## config.mk

```make
export PLATFORM = sky130hd
export DESIGN_NAME = tour_cmd_seq
export DESIGN_NICKNAME = d
export VERILOG_FILES = /design/src/rtl/tour_cmd_seq.sv
export SDC_FILE = /design/constraint.sdc
export NUM_CORES = 1
export LEC_CHECK = 0
export ABC_AREA = 1
export CORE_MARGIN = 3
export CORE_UTILIZATION = 30
export CTS_CLUSTER_SIZE = 20
export DETAILED_ROUTE_END_ITERATION = 10
export PLACE_DENSITY_LB_ADDON = 0.25
export SYNTH_ARGS = -nofsm -noshare
export SYNTH_HDL_FRONTEND = slang
export SYNTH_SLANG_ARGS = --single-unit
export TNS_END_PERCENT = 1
```

## constraint.sdc

```tcl
create_clock -name clk -period 4.6 [get_ports clk]
set_clock_uncertainty 0.05 [all_clocks]
set_input_delay 0.92 -clock clk [delete_from_list [all_inputs] [get_ports clk]]
set_output_delay 0.92 -clock clk [all_outputs]
set_load 0.03 [all_outputs]
```

## src/rtl/tour_cmd_seq.sv

```systemverilog
// rtl/tour_cmd_seq.sv - knight-tour command sequencer muxing UART and tour commands into cmd_proc
//
// Purpose: while idle, UART commands pass straight through to cmd_proc.
// On start_tour the block walks the solver move list. Each one-hot knight
// move is split into a vertical and a horizontal single-axis command. Both
// commands go to cmd_proc with a rdy/clr/resp handshake. A zero move ends
// the list early.
//
// Parameters:
//   NUM_MOVES   moves in a full tour (2..31)
//   IDX_W       width of mv_indx, 2**IDX_W >= NUM_MOVES
//   VERT_FIRST  1: vertical component first, 0: horizontal first
//
// Ports:
//   clk, rst_n        clock, asynchronous active-low reset
//   start_tour        starts a tour when sampled in IDLE
//   move / mv_indx    combinational move-list read (data / address)
//   cmd_UART          command from the UART wrapper
//   cmd_rdy_UART      valid for cmd_UART
//   cmd / cmd_rdy     muxed command and valid toward cmd_proc
//   clr_cmd_rdy       cmd_proc has consumed the command
//   send_resp         cmd_proc has completed the command
//   resp              8'hA5 done, 8'h5A tour in progress
//   tour_busy         high in every state except IDLE
//   tour_done         one-cycle pulse when a tour ends normally
//
// Optional feature: define TOUR_ABORT_EN so that a UART command arriving
// mid-tour aborts the tour and is then passed through.

module tour_cmd_seq #(
    parameter int NUM_MOVES  = 24,
    parameter int IDX_W      = 5,
    parameter bit VERT_FIRST = 1'b1
) (
    input  logic             clk,
    input  logic             rst_n,
    input  logic             start_tour,
    input  logic [7:0]       move,
    output logic [IDX_W-1:0] mv_indx,
    input  logic [15:0]      cmd_UART,
    input  logic             cmd_rdy_UART,
    output logic [15:0]      cmd,
    output logic             cmd_rdy,
    input  logic             clr_cmd_rdy,
    input  logic             send_resp,
    output logic [7:0]       resp,
    output logic             tour_busy,
    output logic             tour_done
);

    localparam logic [IDX_W-1:0] LAST_IDX = IDX_W'(NUM_MOVES - 1);

    localparam logic [7:0] RESP_DONE = 8'hA5;
    localparam logic [7:0] RESP_BUSY = 8'h5A;

    typedef enum logic [2:0] {
        IDLE   = 3'd0,
        LOAD   = 3'd1,
        FORM_A = 3'd2,
        WAIT_A = 3'd3,
        FORM_B = 3'd4,
        WAIT_B = 3'd5
    } state_t;

    state_t      state;
    state_t      state_nxt;
    logic [7:0]  move_q;
    logic        cmd_rdy_seq;
    logic        done_nxt;
    logic        abort;
    logic        last_move;
    logic [15:0] vert_cmd;
    logic [15:0] horiz_cmd;
    logic [15:0] axis_a_cmd;
    logic [15:0] axis_b_cmd;

    // Index of the lowest set bit. A multi-bit move degrades to its lowest bit.
    function automatic logic [2:0] low_bit(input logic [7:0] m);
        logic [2:0] idx;
        idx = 3'd0;
        for (int i = 7; i >= 0; i--) begin
            if (m[i]) begin
                idx = 3'(i);
            end
        end
        return idx;
    endfunction

    function automatic logic [15:0] decode_vert(input logic [7:0] m);
        logic [15:0] c;
        c = 16'h0000;
        if (m != 8'h00) begin
            case (low_bit(m))
                3'd0, 3'd1: c = 16'h2002;
                3'd4, 3'd5: c = 16'h27F2;
                3'd2, 3'd7: c = 16'h2001;
                default:    c = 16'h27F1;
            endcase
        end
        return c;
    endfunction

    function automatic logic [15:0] decode_horiz(input logic [7:0] m);
        logic [15:0] c;
        c = 16'h0000;
        if (m != 8'h00) begin
            case (low_bit(m))
                3'd0, 3'd4: c = 16'h33F1;
                3'd1, 3'd5: c = 16'h3BF1;
                3'd2, 3'd3: c = 16'h33F2;
                default:    c = 16'h3BF2;
            endcase
        end
        return c;
    endfunction

    assign vert_cmd   = decode_vert(move_q);
    assign horiz_cmd  = decode_horiz(move_q);
    assign axis_a_cmd = VERT_FIRST ? vert_cmd : horiz_cmd;
    assign axis_b_cmd = VERT_FIRST ? horiz_cmd : vert_cmd;
    assign last_move  = (mv_indx == LAST_IDX);

`ifdef TOUR_ABORT_EN
    // A fresh UART command pre-empts the tour. Its valid is still high
    // once the block is back in IDLE, so it passes through untouched.
    assign abort = (state != IDLE) && cmd_rdy_UART;
`else
    assign abort = 1'b0;
`endif

    always_ff @(posedge clk or negedge rst_n) begin
        if (!rst_n) begin
            state <= IDLE;
        end else begin
            state <= state_nxt;
        end
    end

    always_comb begin
        state_nxt = state;
        done_nxt  = 1'b0;
        case (state)
            IDLE: begin
                if (start_tour) begin
                    state_nxt = LOAD;
                end
            end
            LOAD: begin
                if (move == 8'h00) begin
                    state_nxt = IDLE;
                    done_nxt  = 1'b1;
                end else begin
                    state_nxt = FORM_A;
                end
            end
            FORM_A: begin
                if (clr_cmd_rdy) begin
                    state_nxt = WAIT_A;
                end
            end
            WAIT_A: begin
                if (send_resp) begin
                    state_nxt = FORM_B;
                end
            end
            FORM_B: begin
                if (clr_cmd_rdy) begin
                    state_nxt = WAIT_B;
                end
            end
            WAIT_B: begin
                if (send_resp) begin
                    if (last_move) begin
                        state_nxt = IDLE;
                        done_nxt  = 1'b1;
                    end else begin
                        state_nxt = LOAD;
                    end
                end
            end
            default: state_nxt = IDLE;
        endcase
        // An aborted tour never reports completion.
        if (abort) begin
            state_nxt = IDLE;
            done_nxt  = 1'b0;
        end
    end

    // mv_indx moves only at tour start or on WAIT_B exit toward LOAD.
    // This keeps the combinational move read stable through LOAD.
    always_ff @(posedge clk or negedge rst_n) begin
        if (!rst_n) begin
            mv_indx <= '0;
        end else if (state == IDLE && state_nxt == LOAD) begin
            mv_indx <= '0;
        end else if (state == WAIT_B && state_nxt == LOAD) begin
            mv_indx <= mv_indx + IDX_W'(1);
        end
    end

    always_ff @(posedge clk or negedge rst_n) begin
        if (!rst_n) begin
            move_q <= 8'h00;
        end else if (state == LOAD) begin
            move_q <= move;
        end
    end

    // Clear has priority over set, so the valid drops the cycle after
    // clr_cmd_rdy even though FORM_x is still the current state.
    always_ff @(posedge clk or negedge rst_n) begin
        if (!rst_n) begin
            cmd_rdy_seq <= 1'b0;
        end else if (clr_cmd_rdy || state_nxt == IDLE) begin
            cmd_rdy_seq <= 1'b0;
        end else if (state == FORM_A || state == FORM_B) begin
            cmd_rdy_seq <= 1'b1;
        end
    end

    always_ff @(posedge clk or negedge rst_n) begin
        if (!rst_n) begin
            tour_done <= 1'b0;
        end else begin
            tour_done <= done_nxt;
        end
    end

    always_comb begin
        cmd     = 16'h0000;
        cmd_rdy = cmd_rdy_seq;
        case (state)
            IDLE: begin
                cmd     = cmd_UART;
                cmd_rdy = cmd_rdy_UART;
            end
            FORM_A, WAIT_A: cmd = axis_a_cmd;
            FORM_B, WAIT_B: cmd = axis_b_cmd;
            default:        cmd = 16'h0000;
        endcase
    end

    always_comb begin
        resp = RESP_BUSY;
        if (state == IDLE) begin
            resp = RESP_DONE;
        end else if (state == LOAD && move == 8'h00) begin
            resp = RESP_DONE;
        end else if (state == WAIT_B && last_move) begin
            resp = RESP_DONE;
        end
    end

    assign tour_busy = (state != IDLE);

endmodule

```

==> summary.md <==
| Metric | Value |
|---|---|
| Status | complete, no violations |
| Syn_nets | 231 |
| Worst-path clk slew | 60 ps |
| Tmin final | 3670 ps |
| Antenna violations before repair | 0 |
| Core area | 4170 µm² |
| WP data arrival | 2700 ps |
| CP peak stage delay | 600 ps |
| Critical path's top delay family | buffers and inverters |
| Post-Syn Area | 1340 µm² |
| Area delta synth->final | 48.9% |
| Pwr dens | 760 nW/µm² |
| Post-CTS resize count | 0 |
| Most common cell after layout, fill and taps aside | clkdlybuf4s50_1 |
| Longest Clk Path Bufs | 2 |
| CP max stage cell | clkdlybuf4s50_1 |
| DRC viols | 0 |
| PnR worst setup slack | 925 ps |
| Post-CTS setup buffer count | 0 |
| DPL Wire Length | 2760 µm |
| Highest Clock Rate | 272 MHz |
| Routed WL | 3360 µm |
| CP Capture Type | output port |
| Pre-CTS setup slack | 874 ps |
| Starting Density | 32.2% |
| Number of inserted diodes | 0 |
| Sequential share of power | 19.0% |
| Drt first pass iters | 4 |
| Largest net degree at the start of global routing | 19 |
| Vias | 1,387 |
| Vias per inst | 4.53 |
| RSZ-0062 raised after global routing | no |
| Routed WL per cell | 11.0 µm |
| Mean area per synthesized cell | 6.72 µm² |
| IO Pins | 62 |
| P_int | 0.714 mW |
| Root Buffer | clkbuf_8 |
| Final worst path period share | 79.9% |
| Bufs and invs on worst path | 4 |
| Switching power | 0.807 mW |
| Yosys Warn Count | 0 |
| I/O Buffers | 61 |
| Vert. Die Dim | 72.9 µm |
| DIE WIDTH | 72.9 µm |
| Slew @ Worst Pin | 817 ps |
| Vias in the first global route | 1,317 |
| Final ANT Viol Nets | 0 |
| Slew headroom | 45.4% |
| Seq cells post-synth | 18 |
| Overall routing resource usage | 13.2% |
| Syn Inst Count | 200 |
| Hold_buf cts | 0 |
| Initial DRC count | 42 |
| Clk sinks | 18 |
| Fraction of final layout cells with drive strength greater than 1 | 8.59% |
| Fin. max-slew vios | 0 |
| Worst-Skew Late Latency | 250 ps |
| Max cap viols | 0 |
| Sw Share | 53.1% |
| Yosys cell types | 27 |
| CTS HTree Levels | 1 |
| Pleak | 0.976 nW |
| # setup viols final | 0 |
| Global-route wire length before repair | 5630 µm |
| Max FO, Critical Path | 5 |
| Hold crit path type | register to register |
| Setup CP Type | input port to output port |
| Grt total ovfl | 0 |
| Sequential area share after synthesis | 33.5% |
| Comb pwr share | 73.8% |
| Final Hold Viols | 0 |
| Placement row count | 23 |
| Crit start category | input port |
| Most used cells in the layout excluding fill and tap cells | clkdlybuf4s50_1 (61), nand2_1 (58), inv_1 (27), nor2_1 (27) |
| Worst Path Required | 3630 ps |
| Clock Power Share | 7.2% |
| Final nets | 289 |
| CTS Buf Count | 3 |
| Gp weighted congestion | 0.832 |
| CP cell instances | clkdlybuf4s50_1 > nor2_1 > nand2_1 > nor3_1 > inv_1 > nand2_1 > inv_1 > clkdlybuf4s50_1 |
| Die Footprint | 5320 µm² |
| Total negative setup slack | 0 ps |
| Max IR drop VDD | 0.281 mV |
| CTS tree | done |
-- power groups by stage --
stage / clock network [mW] / registers (mW) / logic (mW)
after floorplan: 0 / 0.304 / 0.769
after global placement: 0 / 0.289 / 1.13
after detailed placement: 0 / 0.292 / 1.14
after CTS: 0.113 / 0.290 / 1.14
after global routing: 0.117 / 0.299 / 1.23
final: 0.109 / 0.289 / 1.12
-- through the flow --
step	cell area, µm²	cells	hold WS, ps	utilization [%]	power, mW
CTS	2000	306	486	47.9	1.54
global placement	1960	303	466	47.0	1.42
finish	2000	306	485	47.9	1.52
floorplan	1340	200	447	-	1.07
global route	2000	306	519	47.9	1.65
detailed placement	1960	303	472	47.0	1.43
-- final cells by class --
class	instances	area [µm²]
Tap cell	50	62.6
Multi-Input combinational cell	141	712
Fill cell	427	2170
Timing Repair Buffer	61	611
Inverter	33	124
Sequential cell	18	450
Clock buffer	3	41.3
-- registers in the layout (all words and copies together) (netlist names) --
register and count:
move_q 8, mv_indx 5, state 3, cmd_rdy_seq 1
tour_done 1
-- routing by layer --
metal | GRT usage (%) | vias up | wire length, µm
li1 | - | 733 | -
met1 | 16.3 | 602 | 1480
met2 | 22.4 | 50 | 1500
met3 | 2.62 | 2 | 349
met4 | 5.12 | 0 | 31
met5 | 0 | - | 0
-- cells by family after synthesis --
logic type | count (synthesis) | share of synthesized area (%)
and+or+nand+nor | 117 | 39.6
buffers and inverters | 41 | 13.5
AOI/OAI and AO/OA | 18 | 8.85
DFF | 18 | 33.5
xor gates and xnor gates | 3 | 1.96
muxes | 2 | 1.68
adders and majority gates | 1 | 0.931
-- cell usage after synthesis, drive strengths merged --
cell type | count | area, µm²
nand4 | 1 | 6.26
inv | 32 | 120
o21ai | 4 | 23.8
o211ai | 2 | 15.0
xor2 | 3 | 26.3
a22oi | 1 | 21.3
buf | 8 | 57.6
nand2 | 59 | 224
ha | 1 | 12.5
dfrtp | 18 | 450
nor3 | 4 | 25.0
clkinv | 1 | 3.75
o21bai | 1 | 7.51
a31oi | 1 | 6.26
nor2 | 31 | 131
a21oi | 9 | 45.0
nand3 | 22 | 145
mux2 | 2 | 22.5
-- path summary, 6_finish.rpt --
| path | slack, ps | depth (start not counted) | end | from |
|---|---|---|---|---|
| max in group asynchronous | 2900 | 1 | move_q[1]$_DFFE_PN0P_ | rst_n |
| worst min-delay path | 490 | 1 | move_q[6]$_DFFE_PN0P_ | move_q[6]$_DFFE_PN0P_ |
| worst min register to register | 490 | 1 | move_q[6]$_DFFE_PN0P_ | move_q[6]$_DFFE_PN0P_ |
| worst max register to register | 3020 | 6 | mv_indx[3]$_DFFE_PN0P_ | state[1]$_DFF_PN0_ |
| worst max-delay path | 930 | 8 | resp[1] | move[5] |
| min in group asynchronous | 1090 | 1 | state[2]$_DFF_PN0_ | rst_n |
No activity file was read; power rests on OpenSTA's default activity.
